--- config.mk ---
export PLATFORM = sky130hd
export DESIGN_NAME = sram_bank_controller
export DESIGN_NICKNAME = d
export VERILOG_FILES = /design/src/rtl/sram_bank_controller.sv
export SDC_FILE = /design/constraint.sdc
export NUM_CORES = 1
export LEC_CHECK = 0
export BUFFER_PORTS_ARGS = -buffer_cell sky130_fd_sc_hd__buf_4
export CAP_MARGIN = 20
export CORE_MARGIN = 2
export CORE_UTILIZATION = 25
export CTS_CLUSTER_DIAMETER = 200
export DETAILED_ROUTE_END_ITERATION = 8
export SLEW_MARGIN = 30
export SYNTH_ARGS = -nofsm -noshare
export SYNTH_HDL_FRONTEND = slang
export SYNTH_SLANG_ARGS = --single-unit
export TNS_END_PERCENT = 5
--- constraint.sdc ---
create_clock -name wb_clk_i -period 7.1 [get_ports wb_clk_i]
set_input_delay 1.42 -clock wb_clk_i [delete_from_list [all_inputs] [get_ports wb_clk_i]]
set_output_delay 1.42 -clock wb_clk_i [all_outputs]
set_load 0.005 [all_outputs]
--- src/rtl/sram_bank_controller.sv ---
// Maps a CPU byte window onto NUM_BANKS single-port 2^BANK_AW x 8 SRAM macros.
// Registered macro strobes and read data; optional power-on scrub; out-of-range reads return OOR_DATA.
module sram_bank_controller #(
  parameter int         NUM_BANKS      = 8,
  parameter int         BANK_AW        = 9,
  parameter bit         CLEAR_ON_RESET = 1'b1,
  parameter logic [7:0] OOR_DATA       = 8'hFF
) (
  input  logic                   wb_clk_i,
  input  logic                   rst_n,
  input  logic                   req,
  input  logic                   we,
  input  logic [15:0]            addr,
  input  logic [7:0]             wdata,
  input  logic [15:0]            ram_start,
  input  logic [15:0]            ram_end,
  output logic                   hit,
  output logic                   ready,
  output logic [7:0]             rdata,
  output logic                   clear_busy,
  output logic                   sram_cen,
  output logic [NUM_BANKS-1:0]   sram_gwen,
  output logic [7:0]             sram_wen,
  output logic [BANK_AW-1:0]     sram_a,
  output logic [7:0]             sram_d,
  input  logic [NUM_BANKS*8-1:0] sram_q
);
  localparam int BW = (NUM_BANKS > 1) ? $clog2(NUM_BANKS) : 1;

  typedef enum logic [2:0] {S_CLEAR, S_IDLE, S_STROBE, S_CAPTURE, S_ACK} state_t;
  localparam state_t RST_STATE = CLEAR_ON_RESET ? S_CLEAR : S_IDLE;

  state_t                  r_state, w_state_nxt;
  logic [BANK_AW:0]        r_cnt;
  logic [BW-1:0]           r_bank;
  logic                    r_we;
  logic                    r_cen, w_cen_nxt;
  logic [NUM_BANKS-1:0]    r_gwen, w_gwen_nxt;
  logic [7:0]              r_wen, w_wen_nxt;
  logic [BANK_AW-1:0]      r_a, w_a_nxt;
  logic [7:0]              r_d, w_d_nxt;
  logic [7:0]              r_rdata;
  logic [15:0]             w_off;
  logic [BW-1:0]           w_bank;
  logic                    w_oor;
  logic                    w_cnt_done;
  logic [NUM_BANKS-1:0]    w_bank_sel;
  logic [NUM_BANKS-1:0][7:0] w_q;

  assign w_off      = addr - ram_start;
  assign w_bank     = w_off[BANK_AW +: BW];
  assign w_oor      = (w_off >> BANK_AW) >= 16'(NUM_BANKS);
  assign w_cnt_done = r_cnt[BANK_AW];
  assign w_q        = sram_q;

  assign hit        = req && (addr >= ram_start) && (addr <= ram_end);
  assign ready      = (r_state == S_ACK);
  assign clear_busy = (r_state == S_CLEAR);
  assign rdata      = r_rdata;
  assign sram_cen   = r_cen;
  assign sram_gwen  = r_gwen;
  assign sram_wen   = r_wen;
  assign sram_a     = r_a;
  assign sram_d     = r_d;

  for (genvar k = 0; k < NUM_BANKS; k++) begin : g_bank
    assign w_bank_sel[k] = (w_bank == BW'(k));
  end

  always_ff @(posedge wb_clk_i or negedge rst_n) begin
    if (!rst_n) r_state <= RST_STATE;
    else        r_state <= w_state_nxt;
  end

  always_comb begin
    w_state_nxt = r_state;
    case (r_state)
      S_CLEAR:   if (w_cnt_done) w_state_nxt = S_IDLE;
      S_IDLE:    if (hit) w_state_nxt = w_oor ? S_ACK : S_STROBE;
      S_STROBE:  w_state_nxt = r_we ? S_ACK : S_CAPTURE;
      S_CAPTURE: w_state_nxt = S_ACK;
      S_ACK:     w_state_nxt = S_IDLE;
      default:   w_state_nxt = S_IDLE;
    endcase
  end

  // Macro pins are loaded for the state being entered; address/data hold when idle.
  always_comb begin
    w_cen_nxt  = 1'b1;
    w_gwen_nxt = '1;
    w_wen_nxt  = 8'hFF;
    w_a_nxt    = r_a;
    w_d_nxt    = r_d;
    case (r_state)
      S_CLEAR: if (!w_cnt_done) begin
        w_cen_nxt  = 1'b0;
        w_gwen_nxt = '0;
        w_wen_nxt  = 8'h00;
        w_a_nxt    = r_cnt[BANK_AW-1:0];
        w_d_nxt    = 8'h00;
      end
      S_IDLE: if (hit && !w_oor) begin
        w_cen_nxt = 1'b0;
        w_a_nxt   = w_off[BANK_AW-1:0];
        if (we) begin
          w_gwen_nxt = ~w_bank_sel;
          w_wen_nxt  = 8'h00;
          w_d_nxt    = wdata;
        end
      end
      default: ;
    endcase
  end

  always_ff @(posedge wb_clk_i or negedge rst_n) begin
    if (!rst_n) begin
      r_cen   <= 1'b1;
      r_gwen  <= '1;
      r_wen   <= 8'hFF;
      r_a     <= '0;
      r_d     <= '0;
      r_cnt   <= '0;
      r_bank  <= '0;
      r_we    <= 1'b0;
      r_rdata <= '0;
    end else begin
      r_cen  <= w_cen_nxt;
      r_gwen <= w_gwen_nxt;
      r_wen  <= w_wen_nxt;
      r_a    <= w_a_nxt;
      r_d    <= w_d_nxt;
      if (r_state == S_CLEAR && !w_cnt_done) r_cnt <= r_cnt + 1'b1;
      if (r_state == S_IDLE && hit) begin
        r_bank <= w_bank;
        r_we   <= we;
      end
      // Read data comes from the latched bank index, never from live addr.
      if (r_state == S_CAPTURE)
        r_rdata <= w_q[r_bank];
      else if (r_state == S_IDLE && hit && w_oor && !we)
        r_rdata <= OOR_DATA;
    end
  end
endmodule

==> impl_metrics.json <==
{
  "status": "complete, no violations",
  "cts_buffers": 5,
  "postLayoutCellArea_um2": 5660,
  "timing.final.ws_setup_ps": 2260,
  "relSlewSlack_pct": 42.3,
  "overflow": 0,
  "synthCells": 424,
  "clock-sinks": 52,
  "slew_viol_final": 0,
  "power_density_nw_per_um2": 261,
  "grt_pass1_wl_um": 19500,
  "viasPerCell": 4.73,
  "power_mw": 1.48,
  "final_nets": 731,
  "multiInputGateArea_um2": 2500,
  "async_reset_ff_share_pct": 100,
  "drive_gt1_share_pct": 39.9,
  "worstReg2RegStart": "r_state[0]",
  "place.gp.congestion": 0.886,
  "area_growth_pct": 39.2,
  "synth_edf_count": 0,
  "start_util_pct": 25.6,
  "place_ws_ps": 1960,
  "die_area_um2": 17300,
  "min_period_over_period_pct": 68.2,
  "critical_path_class": "in2out",
  "placed_area_um2": 5480,
  "wl_um": 12000,
  "die_h_um": 132,
  "seq_area_frac_synth_pct": 32.3,
  "ys_ff_latch": 52,
  "whs_ps": 498,
  "peakVddDrop_mv": 0.0936,
  "path_max_fanout": 5,
  "finalHoldViolCount": 0,
  "r2r_cells": 6,
  "dp_hpwl_um": 9970,
  "cts_setup_buffers": 0,
  "seqPwrFrac_pct": 35.0,
  "globalRouteTotalUtil_pct": 13.6,
  "clockPowerShare_pct": 18.3,
  "hold_buffers": 0,
  "syn_nets": 582,
  "rows": 46,
  "cp-start-kind": "primary input",
  "dr.pass1.iters": 4,
  "grt_max_degree": 53,
  "synth_mux_area_share_pct": 16.4,
  "fillers": 1651,
  "io_buffers": 168,
  "crit_required_ps": 5680,
  "antenna_cells": 0,
  "boundaryPins": 169,
  "synth_area_um2": 4070,
  "vias": 3736,
  "insertion_delay_ps": 290,
  "critPathCaptureType": "output port",
  "p_sw_uw": 517,
  "yosys.cell_types.count": 54,
  "period_needed_ps": 4840,
  "regArea_um2": 1320,
  "tightestPinTransition_ps": 865,
  "reg2reg_slack_ps": 4410,
  "cts_tree": "yes",
  "wl_per_cell_um": 15.2,
  "crit_arrival_ps": 3420,
  "route.detailed.drc": 0,
  "tns_ps": 0,
  "stdcell_count": 790,
  "clkTransAtPathRegs_ps": 70,
  "avgSynthCellArea_um2": 9.59,
  "min_from": "r_cnt[4]",
  "power.internal_uw": 961,
  "synth_xor_area_share_pct": 4.09,
  "fp.dieW_um": 132,
  "h-tree-depth": 2,
  "cts_root_buffer": "clkbuf_16",
  "drt-initial-drc-count": 188,
  "fin_util_pct": 35.6,
  "clock_skew_ps": 8.67,
  "p_leak_nw": 2.65,
  "grt_pass1_vias": 3832,
  "dpl.cell_count": 781,
  "combPwrFrac_pct": 46.7,
  "synthSimpleGateAreaFrac_pct": 14.3,
  "hold_path_class": "reg2reg",
  "yosys.area_share.adder_pct": 10.6,
  "synth_top_family_by_area": "multiplexers",
  "hold_end": "r_cnt[4]",
  "clockBufferDepth": 2,
  "antenna_found_initial": 0,
  "hold-path-cell-count": 1,
  "setup_viol": 0,
  "ys.flop_type": "dfrtp_1",
  "drtAntennaViolNets": 0,
  "cts.repair.resized": 0,
  "max_freq_mhz": 207,
  "cap_violations": 0,
  "worst_r2r_endpoint": "sram_d[2]",
  "synth_compound_area_share_pct": 15.5,
  "coreArea_um2": 15900,
  "synth_warnings": 0,
  "rsz0062_at_grt": "no",
  "sw_frac_of_total_pct": 35.0
}
[metal layers]
layer	up-vias	wire, µm	track usage (%)
met2	121	5810	23.4
met1	1772	5420	17.9
met3	14	548	1.81
li1	1829	-	-
met5	-	0	0
met4	0	201	3.74
[cell usage in the layout, fill, tap and decap left out, types with 2 or more instances in the layout]
cell / count
buf_4: 169
dfrtp_1: 41
inv_1: 35
ha_1: 33
nand2_1: 32
a21oi_1: 26
o21ai_0: 25
nor2_1: 20
mux2_2: 19
mux4_2: 16
nand4_1: 14
xnor2_1: 13
nor2b_1: 12
dfstp_2: 10
nand2b_1: 8
mux2i_1: 8
a22oi_1: 8
o22ai_1: 7
o211ai_1: 6
xor2_1: 6
nor3_1: 5
and3_1: 5
nor3b_1: 5
clkbuf_16: 5
a21o_1: 4
a211oi_1: 3
o21a_1: 3
or3_1: 2
nor4_1: 2
o31ai_1: 2
nand3_1: 2
a221o_1: 2
[worst max-delay path, cell delays in order]
cell and delay (ps):
buf_4 80, inv_1 50, ha_1 220, fa_1 400, nand2b_1 180, a21o_1 220
a21oi_1 260, o31a_1 240, o21a_1 200, buf_4 140
[cells in the mapped netlist (all sizes together), types with 5 or more instances]
| master | number | share of area, % |
|---|---|---|
| o22ai | 7 | 1.1 |
| nor3 | 5 | 0.62 |
| nand2 | 32 | 3.0 |
| xnor2 | 13 | 2.8 |
| nand2b | 8 | 1.2 |
| dfstp | 10 | 6.5 |
| and3 | 5 | 0.77 |
| nor2b | 12 | 1.8 |
| inv | 35 | 3.2 |
| dfrtp | 42 | 26 |
| ha | 33 | 10 |
| mux2i | 8 | 2.0 |
| nand4 | 14 | 2.2 |
| mux2 | 20 | 5.5 |
| mux4 | 16 | 8.9 |
| o211ai | 6 | 1.1 |
| nor3b | 5 | 0.92 |
| o21ai | 26 | 3.2 |
| xor2 | 6 | 1.3 |
| nor2 | 21 | 1.9 |
| a21oi | 27 | 3.4 |
| clkbuf | 13 | 1.2 |
| a22oi | 8 | 1.5 |
| buf | 15 | 2.3 |
[layout make-up]
type | count | area share, %
timing repair buffer | 170 | 22.6
tap | 216 | 4.77
inverter | 35 | 2.32
clock buffer | 6 | 2.28
clock inverter | 2 | 0.619
sequential | 52 | 23.2
multi-input combinational | 309 | 44.2
[registers in the layout, indices dropped and copies added, names as in the netlist]
register / flops
r_we: 1
r_state: 3
r_bank: 3
sram_a: 9
sram_cen: 1
sram_wen: 1
rdata: 8
sram_d: 8
sram_gwen: 8
r_cnt: 10
[how the worst max path moves through the flow]
| stage | slack [ps] | startpoint | endpoint |
|---|---|---|---|
| 6_report | 2260 | addr[0] | hit |
| 5_1_grt | 2110 | addr[0] | sram_d[2] |
| 4_1_cts | 2260 | addr[0] | sram_d[2] |
| 3_5_place_dp | 1960 | addr[0] | sram_d[2] |
| 3_3_place_gp | 2080 | addr[0] | sram_d[3] |
| 2_1_floorplan | 2720 | addr[0] | hit |
[cell families (layout without fill, tap and decap cells)]
logic type | count (synthesis) | count (layout)
and+or+nand+nor | 113 | 113
AOI/OAI and AO/OA | 99 | 99
buffers and inverters | 63 | 213
DFF | 52 | 52
muxes | 44 | 44
adders and majority gates | 34 | 34
xor gates and xnor gates | 19 | 19
[power groups by stage]
stage | sequential [mW] | combinational [mW] | clock (mW)
after global placement | 0.519 | 0.680 | 0
after detailed placement | 0.525 | 0.694 | 0
after CTS | 0.521 | 0.695 | 0.278
after global routing | 0.538 | 0.757 | 0.291
final | 0.518 | 0.690 | 0.270
after floorplan | 0.455 | 0.491 | 0
Power figures use the tool's default switching activity.
